[src/rtl/count_display_driver.sv]
// Registers a 4-bit upstream count, shows it as two multiplexed decimal digits
// on a common-segment seven-segment display, and tallies 15->0 counter wraps.
module count_display_driver #(
  parameter int REFRESH_DIV = 4,
  parameter bit ACTIVE_LOW  = 1'b1
) (
  input  logic       clk,
  input  logic       reset,
  input  logic [3:0] count,
  output logic [6:0] seg,
  output logic [1:0] an,
  output logic       wrap_pulse,
  output logic [3:0] wrap_count
);

  localparam int RW = (REFRESH_DIV > 2) ? $clog2(REFRESH_DIV) : 1;
  localparam logic [RW-1:0] REF_LAST = RW'(REFRESH_DIV - 1);
  localparam logic [6:0] SEG_OFF = ACTIVE_LOW ? 7'h7F : 7'h00;
  localparam logic [1:0] AN_OFF  = ACTIVE_LOW ? 2'b11 : 2'b00;

  logic [3:0]    count_q;
  logic [3:0]    prev_q;
  logic [RW-1:0] refresh_q;
  logic [RW-1:0] refresh_next;
  logic          digit_sel_q;
  logic          digit_sel_next;
  logic          refresh_last;
  logic          tens;
  logic [3:0]    ones;
  logic [3:0]    digit;
  logic          blank;
  logic [6:0]    seg_hi;
  logic [6:0]    seg_drive;
  logic [1:0]    an_hi;
  logic [1:0]    an_drive;
  logic          wrap_det;
  logic [6:0]    seg_reg;
  logic [1:0]    an_reg;
  logic          wrap_pulse_reg;
  logic [3:0]    wrap_count_reg;

  always_comb begin
    tens           = (count_q >= 4'd10);
    ones           = tens ? (count_q - 4'd10) : count_q;
    refresh_last   = (refresh_q == REF_LAST);
    refresh_next   = refresh_last ? '0 : refresh_q + 1'b1;
    digit_sel_next = digit_sel_q ^ refresh_last;
    // Outputs follow the slot being entered so the enable switches on the toggle edge.
    digit          = digit_sel_next ? {3'b000, tens} : ones;
    blank          = digit_sel_next && !tens;
    an_hi          = digit_sel_next ? 2'b10 : 2'b01;
    wrap_det       = (prev_q == 4'd15) && (count_q == 4'd0);
    seg_hi         = 7'b0000000;
    case (digit)
      4'd0:    seg_hi = 7'b0111111;
      4'd1:    seg_hi = 7'b0000110;
      4'd2:    seg_hi = 7'b1011011;
      4'd3:    seg_hi = 7'b1001111;
      4'd4:    seg_hi = 7'b1100110;
      4'd5:    seg_hi = 7'b1101101;
      4'd6:    seg_hi = 7'b1111101;
      4'd7:    seg_hi = 7'b0000111;
      4'd8:    seg_hi = 7'b1111111;
      4'd9:    seg_hi = 7'b1101111;
      default: seg_hi = 7'b0000000;
    endcase
    if (blank) begin
      seg_hi = 7'b0000000;
    end
  end

  generate
    for (genvar gi = 0; gi < 7; gi++) begin : g_seg_pol
      assign seg_drive[gi] = ACTIVE_LOW ? ~seg_hi[gi] : seg_hi[gi];
    end
    for (genvar gi = 0; gi < 2; gi++) begin : g_an_pol
      assign an_drive[gi] = ACTIVE_LOW ? ~an_hi[gi] : an_hi[gi];
    end
  endgenerate

  always_ff @(posedge clk) begin
    if (reset) begin
      count_q        <= 4'd0;
      prev_q         <= 4'd0;
      refresh_q      <= '0;
      digit_sel_q    <= 1'b0;
      seg_reg        <= SEG_OFF;
      an_reg         <= AN_OFF;
      wrap_pulse_reg <= 1'b0;
      wrap_count_reg <= 4'd0;
    end else begin
      count_q        <= count;
      prev_q         <= count_q;
      refresh_q      <= refresh_next;
      digit_sel_q    <= digit_sel_next;
      seg_reg        <= seg_drive;
      an_reg         <= an_drive;
      wrap_pulse_reg <= wrap_det;
      if (wrap_det) begin
        wrap_count_reg <= wrap_count_reg + 4'd1;
      end
    end
  end

  assign seg        = seg_reg;
  assign an         = an_reg;
  assign wrap_pulse = wrap_pulse_reg;
  assign wrap_count = wrap_count_reg;

endmodule

[config.mk]
export PLATFORM = sky130hd
export DESIGN_NAME = count_display_driver
export DESIGN_NICKNAME = d
export VERILOG_FILES = /design/src/rtl/count_display_driver.sv
export SDC_FILE = /design/constraint.sdc
export NUM_CORES = 1
export LEC_CHECK = 0
export ABC_AREA = 0
export BUFFER_PORTS_ARGS = -buffer_cell sky130_fd_sc_hd__clkbuf_2
export CAP_MARGIN = 20
export CORE_MARGIN = 4
export CORE_UTILIZATION = 55
export DETAILED_ROUTE_END_ITERATION = 10
export PLACE_DENSITY = 0.79
export SYNTH_ARGS = -nofsm -noshare
export SYNTH_HDL_FRONTEND = slang
export SYNTH_SLANG_ARGS = --single-unit
export TNS_END_PERCENT = 1
[constraint.sdc]
create_clock -name clk -period 3.1 [get_ports clk]
set_clock_uncertainty 0.05 [all_clocks]
set_input_delay 0.155 -clock clk [delete_from_list [all_inputs] [get_ports clk]]
set_output_delay 0.155 -clock clk [all_outputs]
set_load 0.005 [all_outputs]
==> metrics.md <==
| Metric | Value |
|---|---|
| Status | `finished, violations left` |
| Violated checks | `hold timing` |
| Most frequent cells in the layout | `25 x dfxtp_1, 19 x clkbuf_2, 9 x nor2_1` |
| Clock Latency Late Sink | `320 ps` |
| Largest cells by area after synthesis | `dfxtp_1 47%, ha_1 7.0%, nor2b_1 4.7%` |
| CTS Buf Count | `3` |
| M1 WL | `between 700 and 800 um` |
| Starting Density | `roughly three fifths` |
| Unique cell type count in the Yosys netlist | `39` |
| Via Count | `837` |
| Hold path start | `count[1]` |
| CP Class | `reg -> reg` |
| Synth Area per Inst | `about 10 um^2` |
| Max reg flops | `7` |
| Input/output buffers | `19` |
| GRT overflow | `0` |
| Post-synthesis async set-or-reset flop share | `0%` |
| Worst hold path class | `in -> reg` |
| GPL Wtd Cong | `0.7990` |
| Drt wl/cell | `12.22 um` |
| Row count | `15` |
| Peak supply drop | `0.0003054 V` |
| CP Max Fanout | `7` |
| Pre-Repair DR Iteration Count | `4` |
| Met3 WL post-DR | `between 100 and 150 um` |
| Ports | `20` |
| WHS Endpoint | `count_q[1]` |
| Crit Reg-Reg Startpoint | `refresh_q[0]` |
| Die height | `52.08 um` |
| Share of Yosys cell area claimed by the top area cell type | `46.84%` |
| Post-synth EDFFs | `0` |
| Reg2Reg Depth | `9` |
| ANT cells | `0` |
| Share of cells above drive strength 1 | `between 20% and 30%` |
| Die width | `~52 um` |
| Mapped Cells | `109` |
| Setup crit start kind | `register` |
| Slew @ Worst Pin | `556.7 ps` |
| Post-Syn Area | `1069 um^2` |
| Core area | `1783 um^2` |
| Vias/cell | `5.331` |
| Max-Cap Viols | `0` |
| Cell taking the most area after synthesis | `dfxtp_1` |
| Die Area | `between 2000 and 3000 um^2` |
| Final Hold Vio Count | `1` |
| Initial antenna violation count | `0` |
| Iteration-0 DRC Markers | `5` |
| Clock root cell | `clkbuf_4` |
| NumNets Final | `145` |
| Min cycle time layout | `2355 ps` |
| Commonest non-fill, non-tap cell in the layout | `dfxtp_1` |
| Vias in the first global route | `roughly 830` |
| Overall routing resource usage | `between 15 and 20%` |
| Postcts setup bufs | `0` |
| Pleak | `0.5810 nW` |
| WP data required | `3300 ps` |
| Crit. End Element | `register` |
| Period utilization | `between 70% and 80%` |
| Hpwl dp | `between 1000 and 1500 um` |
| Crit path DAT | `2560 ps` |
| Clock Path Buffers | `2` |
| Slew Limit Fails | `0` |
| Power Total | `0.6050 mW` |
| Synth Flop Type | `dfxtp_1` |
| Area growth, synth to finish | `15.93%` |
| Min-Delay Path Depth | `2` |
| Fmax | `0.4247 GHz` |
| Htree depth | `1` |
| Remaining antenna violation count after routing | `0` |
| Worst reg2reg endpoint | `seg[0]` |
| Sequential area share after synthesis | `46.84%` |
| Pin count of the biggest net entering global routing | `19` |
| Uppermost layer routed | `met4` |
| Total wire length | `around 1900 um` |
| Relative slew margins | `between 60% and 70%` |
| Final setup viols | `0` |
| WHS | `-0.7910 ps` |
| Number of remaining DRC errors | `0` |
| Clock Pin Slew Worst Setup and Hold Paths | `~130 ps` |
| Met2 wire length | `roughly 970 um` |
| Global-route wire length before repair | `approximately 3400 um` |
| R2R setup slack | `750 ps` |
| Register bit total from synthesis | `25` |
| Synth Warn # | `0` |
| Power density cells | `488.4 nW/um^2` |
| Clk sinks | `25` |
| Mapped Nets | `121` |
| CTS tree | `built` |
| TNS Setup | `0 ps` |
| RSZ-0062 raised after global routing | `false` |
[per-stage QoR]
step | setup WS (ps) | cell area [um^2] | hold WS (ps) | cells | utilization (%)
4_1_cts | 742.2 | 1229 | 0.3022 | 156 | 68.91
3_5_place_dp | 780.7 | 1181 | 328.5 | 150 | 66.25
6_report | 745.3 | 1239 | -0.7910 | 157 | 69.47
3_3_place_gp | 892.9 | 1181 | 313.5 | 150 | 66.25
2_1_floorplan | 982.7 | 1069 | 176.6 | 109 | -
5_1_grt | 536.1 | 1239 | 3.582 | 157 | 69.47
[worst max-delay path, cell delays in order (launching register included)]
cell and delay [ps]:
dfxtp_1 340, ha_1 270, xnor2_1 500, nor2_1 170, or2_2 320, inv_1 80, ha_1 150, inv_1 40
o2111a_1 220, o21ai_0 150
[final cells by class]
cell class | instances | area [um^2]
well taps | 25 | 31.28
clock inverters | 1 | 5.005
flip-flops and latches | 25 | 500.5
inverters | 8 | 30.03
clock buffers | 3 | 22.52
repair buffers | 22 | 125.1
fillers | 152 | 544.3
multi-input cells | 73 | 524.3
[timing repair]
item	in CTS	in global routing
hold buffers	2	1
hold endpoints to repair	2	1
setup endpoints to repair	0	0
gates resized for setup	0	0
[cells by family after synthesis]
family	count (synthesis)	share of synthesized area (%)
AND/OR/NAND/NOR	42	23.30
flip-flops	25	46.84
AO/OA/AOI/OAI	19	13.00
buffers and inverters	11	4.098
adder cells (fa/ha/maj)	6	7.026
XOR/XNOR	5	4.802
multiplexers	1	0.9368
[synth_stat cells, types with 2 or more instances]
cell / count
dfxtp_1: 25
nor2_1: 9
inv_1: 8
nor2b_1: 8
ha_1: 6
nand3_1: 6
o21ai_0: 6
a21oi_1: 3
nand2_1: 3
and2_1: 2
buf_2: 2
or2_2: 2
xnor2_1: 2
xor2_1: 2
[per-layer routing]
layer / GRT usage (%) / vias to the layer above
met4: 10.48 / 0
met1: 19.40 / 391
met3: 2.865 / 7
met5: 0 / -
met2: 30.13 / 22
li1: - / 417
[report_power, final]
group	switching, mW	internal (mW)	leakage, nW
Combinational	0.0529	0.0490	0.357
Clock	0.0946	0.0484	0.0177
Sequential	0.0131	0.347	0.207
Total	0.161	0.444	0.581
[worst max path at each step]
stage,cells after the start,to,slack [ps],from
after floorplan,7,seg[3],980,refresh_q[0]
after global placement,7,seg[3],890,refresh_q[0]
after detailed placement,7,seg[3],780,refresh_q[0]
after CTS,9,seg[0],740,refresh_q[0]
after global routing,9,seg[0],540,refresh_q[0]
final,9,seg[0],750,refresh_q[0]
Note: power is estimated with default switching activity, not from simulation.
